File: config.mk
export PLATFORM = sky130hd
export DESIGN_NAME = mole_scheduler_flat
export DESIGN_NICKNAME = d
export VERILOG_FILES = /design/src/rtl/mole_scheduler_pkg.sv /design/src/rtl/mole_scheduler_if.sv /design/src/rtl/mole_scheduler_slot.sv /design/src/rtl/rng.sv /design/src/rtl/mole_scheduler.sv /design/src/flat_wrapper.sv
export SDC_FILE = /design/constraint.sdc
export NUM_CORES = 1
export LEC_CHECK = 0
export CORE_ASPECT_RATIO = 0.7
export CORE_UTILIZATION = 45
export DETAILED_ROUTE_END_ITERATION = 8
export SETUP_SLACK_MARGIN = 0.15
export SKIP_LAST_GASP = 1
export SYNTH_ARGS = -nofsm -noshare
export SYNTH_HDL_FRONTEND = slang
export SYNTH_SLANG_ARGS = --single-unit
File: constraint.sdc
create_clock -name clk -period 47.8 [get_ports clk]
set_input_delay 11.95 -clock clk [delete_from_list [all_inputs] [get_ports clk]]
set_output_delay 11.95 -clock clk [all_outputs]
set_load 0.01 [all_outputs]
File: src/rtl/mole_scheduler_pkg.sv
// Shared types and helpers for the mole placement engine.
// Package constants must agree with the parameters passed to mole_scheduler.
package whac_pkg;
    localparam int unsigned NUM_HOLES_DEF  = 18;
    localparam int unsigned MAX_MOLES_DEF  = 4;
    localparam int unsigned LIFETIME_W_DEF = 8;
    localparam int unsigned HOLE_W         = $clog2(NUM_HOLES_DEF);
    localparam int unsigned CNT_W          = $clog2(MAX_MOLES_DEF + 1);

    typedef logic [HOLE_W-1:0]         hole_idx_t;
    typedef logic [CNT_W-1:0]          cnt_t;
    typedef logic [LIFETIME_W_DEF-1:0] life_t;

    typedef struct packed {
        logic      valid;
        hole_idx_t hole;
        life_t     timer;
    } slot_t;

    function automatic cnt_t popcount(input logic [MAX_MOLES_DEF-1:0] v);
        cnt_t c;
        c = '0;
        for (int unsigned i = 0; i < MAX_MOLES_DEF; i++) begin
            c = c + cnt_t'(v[i]);
        end
        return c;
    endfunction
endpackage

File: src/rtl/mole_scheduler_if.sv
// Bundle between the level controller / hole I/O and the mole scheduler.
interface mole_scheduler_if;
    import whac_pkg::*;

    logic                     enable;
    logic                     spawn_clk;
    cnt_t                     active_moles;
    life_t                    lifetime;
    logic [NUM_HOLES_DEF-1:0] hit_mask;
    logic [NUM_HOLES_DEF-1:0] mole_positions;
    cnt_t                     live_count;
    cnt_t                     hit_count;
    cnt_t                     miss_count;

    modport master (
        output enable, spawn_clk, active_moles, lifetime, hit_mask,
        input  mole_positions, live_count, hit_count, miss_count
    );

    modport slave (
        input  enable, spawn_clk, active_moles, lifetime, hit_mask,
        output mole_positions, live_count, hit_count, miss_count
    );
endinterface

File: src/rtl/mole_scheduler_slot.sv
// One mole slot: holds a hole index and its lifetime countdown.
module mole_slot
    import whac_pkg::*;
(
    input  logic      clk,
    input  logic      reset,
    input  logic      clear,
    input  logic      tick,
    input  logic      load,
    input  logic      remove,
    input  hole_idx_t load_hole,
    input  life_t     load_timer,
    output logic      occupied,
    output hole_idx_t hole,
    output logic      expire_now
);
    slot_t s;

    always_ff @(posedge clk) begin
        if (reset || clear) begin
            s <= '0;
        end else if (load) begin
            s <= '{valid: 1'b1, hole: load_hole, timer: load_timer};
        end else if (tick && s.valid) begin
            if (remove || expire_now) s.valid <= 1'b0;
            else                      s.timer <= s.timer - life_t'(1);
        end
    end

    always_comb begin
        occupied   = s.valid;
        hole       = s.hole;
        expire_now = s.valid && (s.timer == life_t'(1));
    end
endmodule

File: src/rtl/rng.sv
// 16-bit Galois LFSR stepping every clock, folded into OFFSET..MAX_VALUE.
module rng #(
    parameter int unsigned OFFSET    = 0,
    parameter int unsigned MAX_VALUE = 17,
    parameter int unsigned SEED      = 123
) (
    input  logic                           clk,
    input  logic                           reset,
    output logic [$clog2(MAX_VALUE+1)-1:0] value
);
    localparam int unsigned VAL_W = $clog2(MAX_VALUE + 1);
    localparam int unsigned RANGE = MAX_VALUE - OFFSET + 1;

    logic [15:0] state;

    always_ff @(posedge clk) begin
        if (reset) state <= 16'(SEED);
        else       state <= {1'b0, state[15:1]} ^ ({16{state[0]}} & 16'hB400);
    end

    always_comb begin
        value = VAL_W'(OFFSET + (32'(state) % RANGE));
    end
endmodule

File: src/rtl/mole_scheduler.sv
// Mole placement engine: slot pool, unique-hole spawning with linear probe,
// hit/expiry removal and per-cycle hit/miss count pulses.
module mole_scheduler
    import whac_pkg::*;
#(
    parameter int unsigned NUMBER_OF_HOLES = NUM_HOLES_DEF,
    parameter int unsigned MAX_MOLES       = MAX_MOLES_DEF,
    parameter int unsigned LIFETIME_W      = LIFETIME_W_DEF,
    parameter int unsigned SEED            = 123
) (
    input  logic             clk,
    input  logic             reset,
    mole_scheduler_if.slave  bus
);
    logic                       prev_spawn;
    logic                       spawn_edge;
    logic                       spawn;
    hole_idx_t                  r;
    hole_idx_t                  target;
    logic                       hole_found;
    logic                       slot_found;
    life_t                      load_timer;
    cnt_t                       cap;
    logic [MAX_MOLES-1:0]       occ, expire, hit_v, miss_v, sel_oh, load_v, next_valid;
    hole_idx_t                  slot_hole [MAX_MOLES];
    logic [NUMBER_OF_HOLES-1:0] next_pos;

    rng #(.OFFSET(0), .MAX_VALUE(NUMBER_OF_HOLES - 1), .SEED(SEED)) u_rng (
        .clk   (clk),
        .reset (reset),
        .value (r)
    );

    for (genvar g = 0; g < MAX_MOLES; g++) begin : g_slot
        mole_slot u_slot (
            .clk        (clk),
            .reset      (reset),
            .clear      (~bus.enable),
            .tick       (bus.enable),
            .load       (load_v[g]),
            .remove     (hit_v[g]),
            .load_hole  (target),
            .load_timer (load_timer),
            .occupied   (occ[g]),
            .hole       (slot_hole[g]),
            .expire_now (expire[g])
        );
    end

    always_comb begin
        spawn_edge = bus.spawn_clk & ~prev_spawn;
        cap        = (bus.active_moles > cnt_t'(MAX_MOLES)) ? cnt_t'(MAX_MOLES) : bus.active_moles;
        load_timer = (bus.lifetime == '0) ? life_t'(1) : bus.lifetime;

        // Probe from r upward with wrap, against the registered occupancy.
        hole_found = 1'b0;
        target     = '0;
        for (int unsigned d = 0; d < NUMBER_OF_HOLES; d++) begin
            int unsigned t;
            t = 32'(r) + d;
            if (t >= NUMBER_OF_HOLES) t = t - NUMBER_OF_HOLES;
            if (!hole_found && !bus.mole_positions[hole_idx_t'(t)]) begin
                hole_found = 1'b1;
                target     = hole_idx_t'(t);
            end
        end

        slot_found = 1'b0;
        sel_oh     = '0;
        for (int unsigned i = 0; i < MAX_MOLES; i++) begin
            if (!occ[i] && !slot_found) begin
                slot_found = 1'b1;
                sel_oh[i]  = 1'b1;
            end
        end

        spawn  = bus.enable & spawn_edge & (bus.live_count < cap) & hole_found & slot_found;
        load_v = spawn ? sel_oh : '0;

        // Hit beats expiry in the same cycle; disabled cycles remove silently.
        next_pos   = '0;
        next_valid = '0;
        hit_v      = '0;
        miss_v     = '0;
        for (int unsigned i = 0; i < MAX_MOLES; i++) begin
            hit_v[i]  = bus.enable & occ[i] & bus.hit_mask[slot_hole[i]];
            miss_v[i] = bus.enable & expire[i] & ~hit_v[i];
            if (bus.enable && occ[i] && !hit_v[i] && !expire[i]) begin
                next_valid[i]           = 1'b1;
                next_pos[slot_hole[i]]  = 1'b1;
            end
            if (load_v[i]) begin
                next_valid[i]    = 1'b1;
                next_pos[target] = 1'b1;
            end
        end
    end

    always_ff @(posedge clk) begin
        if (reset) begin
            prev_spawn         <= 1'b0;
            bus.mole_positions <= '0;
            bus.live_count     <= '0;
            bus.hit_count      <= '0;
            bus.miss_count     <= '0;
        end else begin
            prev_spawn         <= bus.spawn_clk;
            bus.mole_positions <= next_pos;
            bus.live_count     <= popcount(next_valid);
            bus.hit_count      <= popcount(hit_v);
            bus.miss_count     <= popcount(miss_v);
        end
    end
endmodule

File: src/flat_wrapper.sv
// flat-port wrapper written by rule: the top's interface ports become plain ports
module mole_scheduler_flat import whac_pkg::*;
#(
    parameter int unsigned NUMBER_OF_HOLES = NUM_HOLES_DEF,
    parameter int unsigned MAX_MOLES       = MAX_MOLES_DEF,
    parameter int unsigned LIFETIME_W      = LIFETIME_W_DEF,
    parameter int unsigned SEED            = 123
)
  (clk, reset, bus_enable, bus_spawn_clk, bus_active_moles, bus_lifetime, bus_hit_mask, bus_mole_positions, bus_live_count, bus_hit_count, bus_miss_count);
  mole_scheduler_if bus_i ();
  input  logic clk;
  input  logic reset;
  input wire logic [$bits(bus_i.enable)-1:0] bus_enable;
  input wire logic [$bits(bus_i.spawn_clk)-1:0] bus_spawn_clk;
  input wire logic [$bits(bus_i.active_moles)-1:0] bus_active_moles;
  input wire logic [$bits(bus_i.lifetime)-1:0] bus_lifetime;
  input wire logic [$bits(bus_i.hit_mask)-1:0] bus_hit_mask;
  output wire logic [$bits(bus_i.mole_positions)-1:0] bus_mole_positions;
  output wire logic [$bits(bus_i.live_count)-1:0] bus_live_count;
  output wire logic [$bits(bus_i.hit_count)-1:0] bus_hit_count;
  output wire logic [$bits(bus_i.miss_count)-1:0] bus_miss_count;
  assign bus_i.enable = bus_enable;
  assign bus_i.spawn_clk = bus_spawn_clk;
  assign bus_i.active_moles = bus_active_moles;
  assign bus_i.lifetime = bus_lifetime;
  assign bus_i.hit_mask = bus_hit_mask;
  assign bus_mole_positions = bus_i.mole_positions;
  assign bus_live_count = bus_i.live_count;
  assign bus_hit_count = bus_i.hit_count;
  assign bus_miss_count = bus_i.miss_count;
  mole_scheduler #(.NUMBER_OF_HOLES(NUMBER_OF_HOLES), .MAX_MOLES(MAX_MOLES), .LIFETIME_W(LIFETIME_W), .SEED(SEED)) u_core (.clk(clk), .reset(reset), .bus(bus_i));
endmodule
# Word level (Yosys, flattened, before mapping)
# Cells that the tools add are included.
# word_totals
input_bits	33
output_inout_bits	27
reg_bits	100
# classes
add_sub_neg	48
reduce_logical	109
magnitude_cmp	48
bitwise_logic	35
n_mux	158
n_eq_ne	8
div	1
# ops
op	count
$mux 5	36
$mux 18	8
$lt 5x6->1 const B	23
$or 18x18->18	7
$bmux 1 s5	22
$mux 8	13
$ge 6x5->1 const B	17
$sub 5x5->5 const B	18
$mux 1	72
$add 5x4->6 const B	8
$logic_not 1->1	46
$logic_and 1x1->1	41
$eq 8x1->1 const B	4
$mod 16x5->32 const B	1
$sub 8x1->8 const B	4
$demux 1 s5	5
$ge 5x1->1 const B	5
$add 5x3->6 const B	4
$and 1x1->1	21
$add 3x1->3	6
$reduce_and 2->1	8
$reduce_bool 2->1	8
$xor 15x16->16	1
$add 5x2->6 const B	2
other kinds (12)	27

# Longest topological paths before layout
# Gate-level depths: netlist of the first run.
# depth
depth_word	75
depth_mapped	66
ltp_nobuf	54

# Modules after synthesis
# Synthesis of the first run repeated with hierarchy kept, for this count alone.
# hier_totals
hier_cells	2417
hier_area_um2	18550.3
# modules_own_cells
mod	area_each_um2	seq_area_each_um2	cells_per_inst	instances
mole_scheduler	11214.5	560.5	1482	1
rng	4167.7	320.3	583	1
mole_slot	792.0	280.3	88	4

# Worst setup path after synthesis of the first run
# No wires, ideal clock.
# synth_path
kind	reg2reg
start	register u_core.u_rng.state[14]
end	register u_core.bus.live_count[1]
setup_ns	0.129
path_stages_with_launch	62
t_arrival_ns	14.957
setup_slack_ns	32.713
period_less_slack_ns	15.087
cell_sequence	dfxtp_1 -> buf_2 -> nor3_2 -> inv_1 -> ha_1 -> nand2b_1 -> a211oi_1 -> a2111oi_1 -> or2_1 -> o221a_2 -> nor2_1 -> buf_4 -> and3_1 -> or4b_1 -> and3_1 -> buf_2 -> o31ai_1 -> o211ai_2 -> [26 not listed] -> nand3b_1 -> o211a_2 -> or4_1 -> buf_2 -> a31oi_4 -> nand4b_4 -> nor3_4 -> nand2b_1 -> or4_1 -> nand3_1 -> or3b_1 -> clkbuf_1 -> buf_2 -> nand2_1 -> ha_1 -> fa_1 -> ha_1 -> nor2b_1
# synth_between
elab_chain_cells	64
elab_cells_between_ends	186
# synth_rtl
element	line_no	source
from (decl)	rng.sv:14	logic [15:0] state;
from (signal assigned)	rng.sv:17	if (reset) state <= 16'(SEED);
from (signal assigned)	rng.sv:18	else state <= {1'b0, state[15:1]} ^ ({16{state[0]}} & 16'hB400);
$mod 16x5->32 (*)	rng.sv:22	value = VAL_W'(OFFSET + (32'(state) % RANGE));
$add 5x1->6	mole_scheduler.sv:60	t = 32'(r) + d;
$sub 5x5->5 / $ge 6x5->1 (equally long branches)	mole_scheduler.sv:61	if (t >= NUMBER_OF_HOLES) t = t - NUMBER_OF_HOLES;
$mux 5	mole_scheduler.sv:61	
$bmux 1 s5	mole_scheduler.sv:62	if (!hole_found && !bus.mole_positions[hole_idx_t'(t)]) begin
$mux 1 (implied by the code)	mole_scheduler.sv:62	
$logic_not 1->1	mole_scheduler.sv:62	
$logic_and 1x1->1	mole_scheduler.sv:62	
[47 not listed]	n/a	
$logic_and 1x1->1	mole_scheduler.sv:62	
$mux 1 (*)	mole_scheduler.sv:62	
$and 1x1->1 (*) (2 in series)	mole_scheduler.sv:77	spawn = bus.enable & spawn_edge & (bus.live_count < cap) & hole_found & slot_found;
$mux 4 (*)	mole_scheduler.sv:78	load_v = spawn ? sel_oh : '0;
$mux 1	mole_scheduler.sv:92	if (load_v[i]) begin
$add 1x1->2	mole_scheduler_pkg.sv:24	c = c + cnt_t'(v[i]);
$add 3x1->3	mole_scheduler_pkg.sv:24	
$add 3x1->3 (*)	mole_scheduler_pkg.sv:24	
to (signal assigned)	mole_scheduler.sv:109	bus.live_count <= popcount(next_valid);
to (decl)	mole_scheduler_if.sv:22	output mole_positions, live_count, hit_count, miss_count
# Every way passes the cells marked *; elsewhere a longest branch is shown, timed or not. The select of a mux whose other input is x is not followed.
# A chain may end at the register's enable or synchronous reset.

# Worst setup path after layout of the first run
# layout_path
start	register u_core.u_rng.state[12]
end	register u_core.bus.live_count[1]
# Same word-level chain as after synthesis.

==> reports/summary.md, run 1 <==
At the pin with the least slew margin, the transition time is 1.157 ns. Once detail routing completed, the nets flagged for antenna violations numbered 0. The run gives 0.4950 as the fraction of the core area covered by cells at the end of the flow. The floorplan step defined a core boundary enclosing 36430 um2.

Final critical delay including setup and external delays: 18.92 ns. The portion of netlist area occupied by mux cells is 0.1068, and the layout overhead on the synthesized area is 6.993%. TritonCTS built the clock tree. CTS placed an instance of clkbuf_16 at the clock tree root. The path type of the worst setup path is flip-flop to flip-flop.

The count of final setup violators is 0, and the setup total negative slack is 0 ns. The final worst clock skew was 0.02002 ns. STA classifies the critical path endpoint as a flip-flop.

For the via count of the routed design, the log shows 19940. Leaving out fill and tap cells, the most frequent cell in the layout is nor2_1. For this run, the detailed router's first-pass iteration total came to 6. The congestion estimate from routability-driven global placement came to 0.9974. The largest net degree at the start of global routing is 57.

For the number of buffers created by CTS, the log shows 9. In this run, post-CTS hold repair placed 0 buffers. The summed area of non-filler cells in the final layout was 18030 um2. The tools report the number of core rows as 58. The die covers 38240 um2.

The average via count per standard cell is 7.131, and the delay of the slowest cell on the worst path is 0.93 ns. Of all nets on the critical path, the largest fanout is 40. Yosys attributes the largest share of cell area to dfxtp_1 12%, nor2_1 5.6%, mux2i_1 5.6%, nand2_1 4.6%, a21oi_1 4.5%. For the netlist area before placement, the log shows 16850 um2.

Cell family with the largest share of critical-path delay: compound AO/OA/AOI/OAI gates. The DRC violations left came out at 0. The power density over cell area was 57.31 nW/um2. Most common cell type on the critical path: ha_1. The analysis attributes to cell leakage a power of 6.419 nW. The tools report the kind of launch point of the worst setup path as a flip-flop.

The post-route clock period utilization was 0.3958. The overall die height works out to 163.9 um. dfxtp_1 takes more of the synthesized area than any other cell.

The number of failing hold endpoints at the final stage was 0. The number of enable-type register cells in the synthesized netlist is 0. The run finished with clean final reports. The complex-gate fraction of the synthesized area works out to 0.3557. The share of the synthesized area in the top cell type is 0.1188.

The average wire per cell in the routed design was 25.21 um. The first routing iteration left 3115 violations. For the register area share after synthesis, the log shows 0.1188. The tools report the antenna diode count as 0.

During synthesis, Yosys emitted a total of 0 warnings. The tool flagged a number of max-cap violations equal to 0. The signal arrival time at the worst endpoint was 19.18 ns. After technology mapping, the gate count stands at 2347. Across the VDD grid, the largest voltage drop is 0.00003113 V. The logs give 52.85 MHz for the maximum clock frequency and 2429 for the post-synthesis net count.

The post-CTS clock slew at the launch and capture registers of the worst setup and hold paths works out to 0.08 ns. Input and output buffers added on the ports amount to 59. The number of buffer and inverter stages on the critical path works out to 6. For this design the top-level I/O count stands at 60.

The simple-gate area share of the yosys netlist came out at 0.2820. The global route total overflow was 0; the minimum setup slack in the final design was 28.88 ns. The global-route usage over all layers is 0.3626. The most used flip-flop cell after synthesis is dfxtp_1. Total power for the finished layout comes to 1.033 mW. The adder-cell area share of the yosys netlist was 0.04068. The dominant combinational cell family by area after synthesis is compound AO/OA/AOI/OAI gates. The synthesized design contains 100 register bits. The clock passes through at most 2 buffers.

The later pin in the worst-skew pair is clocked with a latency of 0.39 ns. The run gives 2393 as the number of nets in the layout. The logs give 0.4626 for the effective utilization at floorplan and 0 for the number of antenna violations at the first check in global routing.

The tools report the via count of the first global-routing pass as 17610. After clock tree synthesis, the repair step resized 0 gates. The share of synthesized registers carrying an async set or reset is 0.

The total detailed-routing wirelength came out at 70500 um. The class of the tightest hold or removal check is flip-flop to flip-flop. The tools report the number of buffers inserted by post-CTS setup repair as 0. At the worst endpoint, the required time is 48.06 ns. From left edge to right edge, the die measures 233.3 um. For the estimated wirelength of the detail-placed design, the log shows 54010 um. Leaving out fill and tap cells, the most frequent cells in the layout are 252 x nor2_1, 204 x nand2_1, 149 x a21oi_1.

In this run the cell area measured after placement is 17700 um2. The tools report the worst relative slew slack as 0.2065. The slowest stage of the critical path is the o21ai_1 cell. Each instance of the synthesized netlist takes up on average 7.181 um2. For the worst slack at placement, the log shows 29.39 ns. The xor and xnor fraction of the mapped netlist area came out at 0.04640. Setup repair after global routing left no endpoint under its margin.

The logs give 0 for the final count of pins violating max slew and 100 for the clock sink count. The H-tree generated during clock tree synthesis spans 3 levels. The tools report the number of unique standard cell types used by synthesis as 128. The proportion of layout cells with a drive suffix above 1 was 0.08808. The global-route wire length before repair was 107200 um.
[metrics by stage]
step / std cells / hold WS [ns]
floorplan: 2347 / 0.4662
global placement: 2780 / 0.4991
detailed placement: 2780 / 0.5113
CTS: 2796 / 0.5245
global route: 2796 / 0.5674
finish: 2796 / 0.5226
[cell families after synthesis]
kind of cell    count (synthesis)
compound gates                833
xor+xnor                       86
fa+ha+maj                      54
buf+inv                       201
flops                         100
mux                           146
simple gates                  927
[state kept, by name, indices dropped and copies added (netlist names)]
signal,cells
u_core.g_slot.u_slot.hole,20
u_core.g_slot.u_slot.occupied,4
u_core.u_rng.state,16
u_core.bus.mole_positions,18
u_core.bus.live_count,3
u_core.g_slot.u_slot.s,32
u_core.bus.miss_count,3
u_core.bus.hit_count,3
u_core.prev_spawn,1
[power breakdown]
| group | total (mW) | switching (mW) | internal (mW) |
|---|---|---|---|
| sequential | 0.0888 | 0.00403 | 0.0847 |
| clock | 0.0811 | 0.0386 | 0.0425 |
| combinational | 0.863 | 0.587 | 0.277 |
[metal layers]
metal / share of wire / vias to the layer above / global-route usage / wire length, um
li1: - / 9041 / - / -
met1: 0.47 / 9484 / 0.5519 / 33050
met2: 0.38 / 1268 / 0.4884 / 27000
met3: 0.12 / 144 / 0.09740 / 8665
met4: 0.025 / 0 / 0.09269 / 1791
met5: 0 / - / 0 / 0
[synthesized netlist by cell type (all sizes together) (16+ instances only)]
cell / instances
nand2: 207
o211ai: 41
nor2b: 41
inv: 58
a31oi: 45
mux2i: 95
o31ai: 32
nand2b: 24
nand4: 24
clkbuf: 86
a211oi: 63
and2: 21
and3: 16
o21ai: 154
nor3: 96
nor2: 255
a21oi: 155
or2: 30
xnor2: 69
xor2: 16
or4: 17
nand3: 84
a21o: 29
nor4: 40
ha: 46
mux2: 27
or3: 18
mux4: 24
o21a: 18
dfxtp: 100
buf: 51
o22ai: 27
[area by class of cell]
cell class	count	area (um2)
multi-input combinational	2046	14030
inverter	64	242.7
clock buffer	9	225.2
fill	3631	18400
sequential	100	2003
tap	480	600.6
timing repair buffer	90	823.3
clock inverter	7	102.6
[final timing paths]
check	start	endpoint	slack, ns	cells past startpoint
max	u_core.u_rng.state[12]	u_core.bus.live_count[1]	28.88	53
min	u_core.g_slot[1].u_slot.s[6]	u_core.g_slot[1].u_slot.s[6]	0.52	2
max reg2reg	u_core.u_rng.state[12]	u_core.bus.live_count[1]	28.88	53
min reg2reg	u_core.g_slot[1].u_slot.s[6]	u_core.g_slot[1].u_slot.s[6]	0.52	2
[tightest hold or removal path, stage by stage (launching register included)]
cell and delay (ns):
dfxtp_1 0.33, o21ai_0 0.07, a311oi_1 0.08
Power figures use the tool's default switching activity.
==> run 2, diff against run 1 <==
Clock period 47.8 ns to 15.45 ns, I/O delays scaled along.
==> run 2 against run 1 <==
Flip-flop and latch count did not move. Maximum frequency rose by 28%. Final cell count rose by 3.4%. Combinational power rose to 3.5 times the previous value. Core utilization rose by 3.1 points. Clock power rose to 3.0 times the previous value. Sequential power rose to 3.1 times the previous value. Worst hold slack got worse by 0.0018 ns. Global-route usage rose by 0.19 points. Critical path type unchanged. Setup slack got worse by 28 ns. Critical path depth fell by 4. Register-to-register slack got worse by 28 ns.
==> reports/summary.md, run 2 (same netlist as run 1, synthesis figures left out) <==
The global-route usage over all layers is 0.3645 (was 0.3626). The class of the tightest hold or removal check was flip-flop to flip-flop (unchanged). The count of final setup violators was 0 (unchanged). The logs give 9 (unchanged) for the number of buffers created by CTS and 0 (unchanged) for the DRC violations left. Delay of the slowest cell on the worst path: 0.69 ns (was 0.93 ns). The maximum clock insertion buffer count was 2 (unchanged); the via count of the first global-routing pass was 17750 (was 17610).

CTS root buffer: clkbuf_16 (unchanged). The kind of launch point of the worst setup path was a flip-flop (unchanged). Number of core rows: 58 (unchanged).

The number of top-level pins was 60 (unchanged); the total detailed-routing wirelength was 71990 um (was 70500 um). The minimum setup slack in the final design came out at 0.6499 ns (was 28.88 ns). The number of failing hold endpoints at the final stage came out at 0 (unchanged). The run gives 2003 um2 (unchanged) as the total area of sequential cells. The run gives 100 (unchanged) as the clock sink count.

Most frequent cells in the layout: 248 x nor2_1, 202 x nand2_1, 141 x a21oi_1 (was 252 x nor2_1, 204 x nand2_1, 149 x a21oi_1). For the depth of the CTS H-tree, the log shows 3 (unchanged). Overall die height: 163.9 um (unchanged). The tools report the final worst clock skew as 0.01189 ns (was 0.02002 ns). Signal arrival time at the worst endpoint: 15.06 ns (was 19.18 ns).

For the number of nets in the layout, the log shows 2489 (was 2393). The path type of the worst setup path was flip-flop to flip-flop (unchanged). The leading cell type in the layout, fill and taps excluded was nor2_1 (unchanged).

The reported max-cap violation count was 0 (unchanged); the worst slack at placement was -0.2889 ns (was 29.39 ns). The run gives 0.5257 (was 0.4950) as the fraction of the core area covered by cells at the end of the flow. The worst relative slew slack came out at 0.2253 (was 0.2065).

The number of flip-flops under the largest register name was 32 (unchanged); the number of antenna violations at the first check in global routing was 1 (was 0). The required time at the worst-slack endpoint came out at 15.71 ns (was 48.06 ns). The logs give 6 (unchanged) for the number of iterations in the first detailed-routing pass and 0 (unchanged) for the number of nets with antenna violations after detailed routing. For the global-route wire length before repair, the log shows 107700 um (was 107200 um). The logs give 57 (unchanged) for the largest net degree at the start of global routing and 36430 um2 (unchanged) for the core area. The setup total negative slack was 0 ns (unchanged).

The number of filler cells placed in the layout is 3603 (was 3631). The via count of the routed design is 20220 (was 19940), and the biggest fanout along the worst timing path is 13 (was 40). The run finished with clean final reports.

The sort of element at the end of the critical path was a flip-flop (unchanged). The average via count per standard cell is 6.991 (was 7.131). The leakage power was 6.968 nW (was 6.419 nW). Proportion of layout cells with a drive suffix above 1: 0.1497 (was 0.08808).

The top register by number of flip-flops is u_core.g_slot.u_slot.s (unchanged). The die width came out at 233.3 um (unchanged). The average wire per cell in the routed design is 24.89 um (was 25.21 um). The tools report the routability congestion estimate from global placement as 1.068 (was 0.9974). TritonCTS built the clock tree. The worst hold margin is 0.5208 ns (was 0.5226 ns), and the post-route clock period utilization is 0.9579 (was 0.3958).

The tools report the antenna diode count as 0 (unchanged). The power density over cell area came out at 182.6 nW/um2 (was 57.31 nW/um2). For the area of the multi-input gates, the log shows 14440 um2 (was 14030 um2). For the post-detailed-placement cell area, the log shows 18280 um2 (was 17700 um2). The run gives 19150 um2 (was 18030 um2) as the summed area of non-filler cells in the final layout. The final critical delay including setup and external delays was 14.80 ns (was 18.92 ns). Cell at the slowest stage of the critical path: a311oi_1 (was o21ai_1).

The number of violations reported at the end of detailed-routing iteration 0 came out at 2894 (was 3115). The source-to-sink clock delay at the later pin of the worst-skew pair was 0.37 ns (was 0.39 ns); the maximum clock frequency was 67.57 MHz (was 52.85 MHz). The logs give 38240 um2 (unchanged) for the area of the die and 0 (unchanged) for the final count of pins violating max slew. The global route total overflow was 0 (unchanged); the layout overhead on the synthesized area was 13.63% (was 6.993%). The effective utilization at floorplan came out at 0.4626 (unchanged).

The number of I/O port buffers is 59 (unchanged). The slew at the pin closest to its max-slew limit was 1.130 ns (was 1.157 ns); the post-CTS clock slew at the launch and capture registers of the worst setup and hold paths was 0.08 ns (about the same). Setup repair after global routing could not meet its margin everywhere. The logs give 0.0001125 V (was 0.00003113 V) for the worst IR drop on VDD and 55440 um (was 54010 um) for the estimated wirelength of the detail-placed design.
==> run 2: metal layers <==
metal / up-vias / wire (um) / track usage
li1: 9225 / - / -
met1: 9549 / 32790 / 0.5498
met2: 1281 / 28300 / 0.5007
met3: 162 / 8990 / 0.09462
met4: 0 / 1904 / 0.09121
met5: - / 0 / 0
==> run 2: stage by stage <==
stage	power, mW	cells
finish	3.497	2892
global route	3.674	2892
CTS	3.240	2877
detailed placement	2.970	2858
global placement	2.982	2858
floorplan	2.176	2347
==> run 2: worst paths after layout <==
kind	startpoint	endpoint	slack [ns]	depth (start not counted)
setup / recovery	u_core.u_rng.state[14]	u_core.bus.mole_positions[4]	0.65	49
hold / removal	u_core.g_slot[2].u_slot.occupied	u_core.g_slot[2].u_slot.occupied	0.52	2
setup reg to reg	u_core.u_rng.state[14]	u_core.bus.mole_positions[4]	0.65	49
hold reg to reg	u_core.g_slot[2].u_slot.occupied	u_core.g_slot[2].u_slot.occupied	0.52	2
==> run 2: what timing repair did <==
item | CTS | global route
resized for setup | 4 | 80
pin swaps | 1 | 8
setup endpoints to repair | 25 | 77
setup buffers | 3 | 15
hold buffers | 0 | 0
==> run 2: cell type report <==
type | count | area share
Clock buffer | 9 | 0.01176
Multi-Input combinational cell | 2046 | 0.7540
Clock inverter | 7 | 0.004573
Inverter | 64 | 0.01287
Timing Repair Buffer | 186 | 0.08082
Tap cell | 480 | 0.03136
Sequential cell | 100 | 0.1046
==> run 2: worst max-delay path, delay by kind of cell, from the launching register on <==
family / cells / cell delay, ns
AOI/OAI and AO/OA: 26 / 8.04
xor gates and xnor gates: 3 / 1.02
adders and majority gates: 2 / 0.52
buffers and inverters: 3 / 0.48
DFF: 1 / 0.45
and+or+nand+nor: 15 / 4.13
==> run 2: power by group <==
part	total, mW	internal, mW	leakage (nW)	switching, mW
registers	0.273	0.262	0.810	0.0112
clock network	0.245	0.130	0.148	0.115
logic	2.98	1.03	6.01	1.95
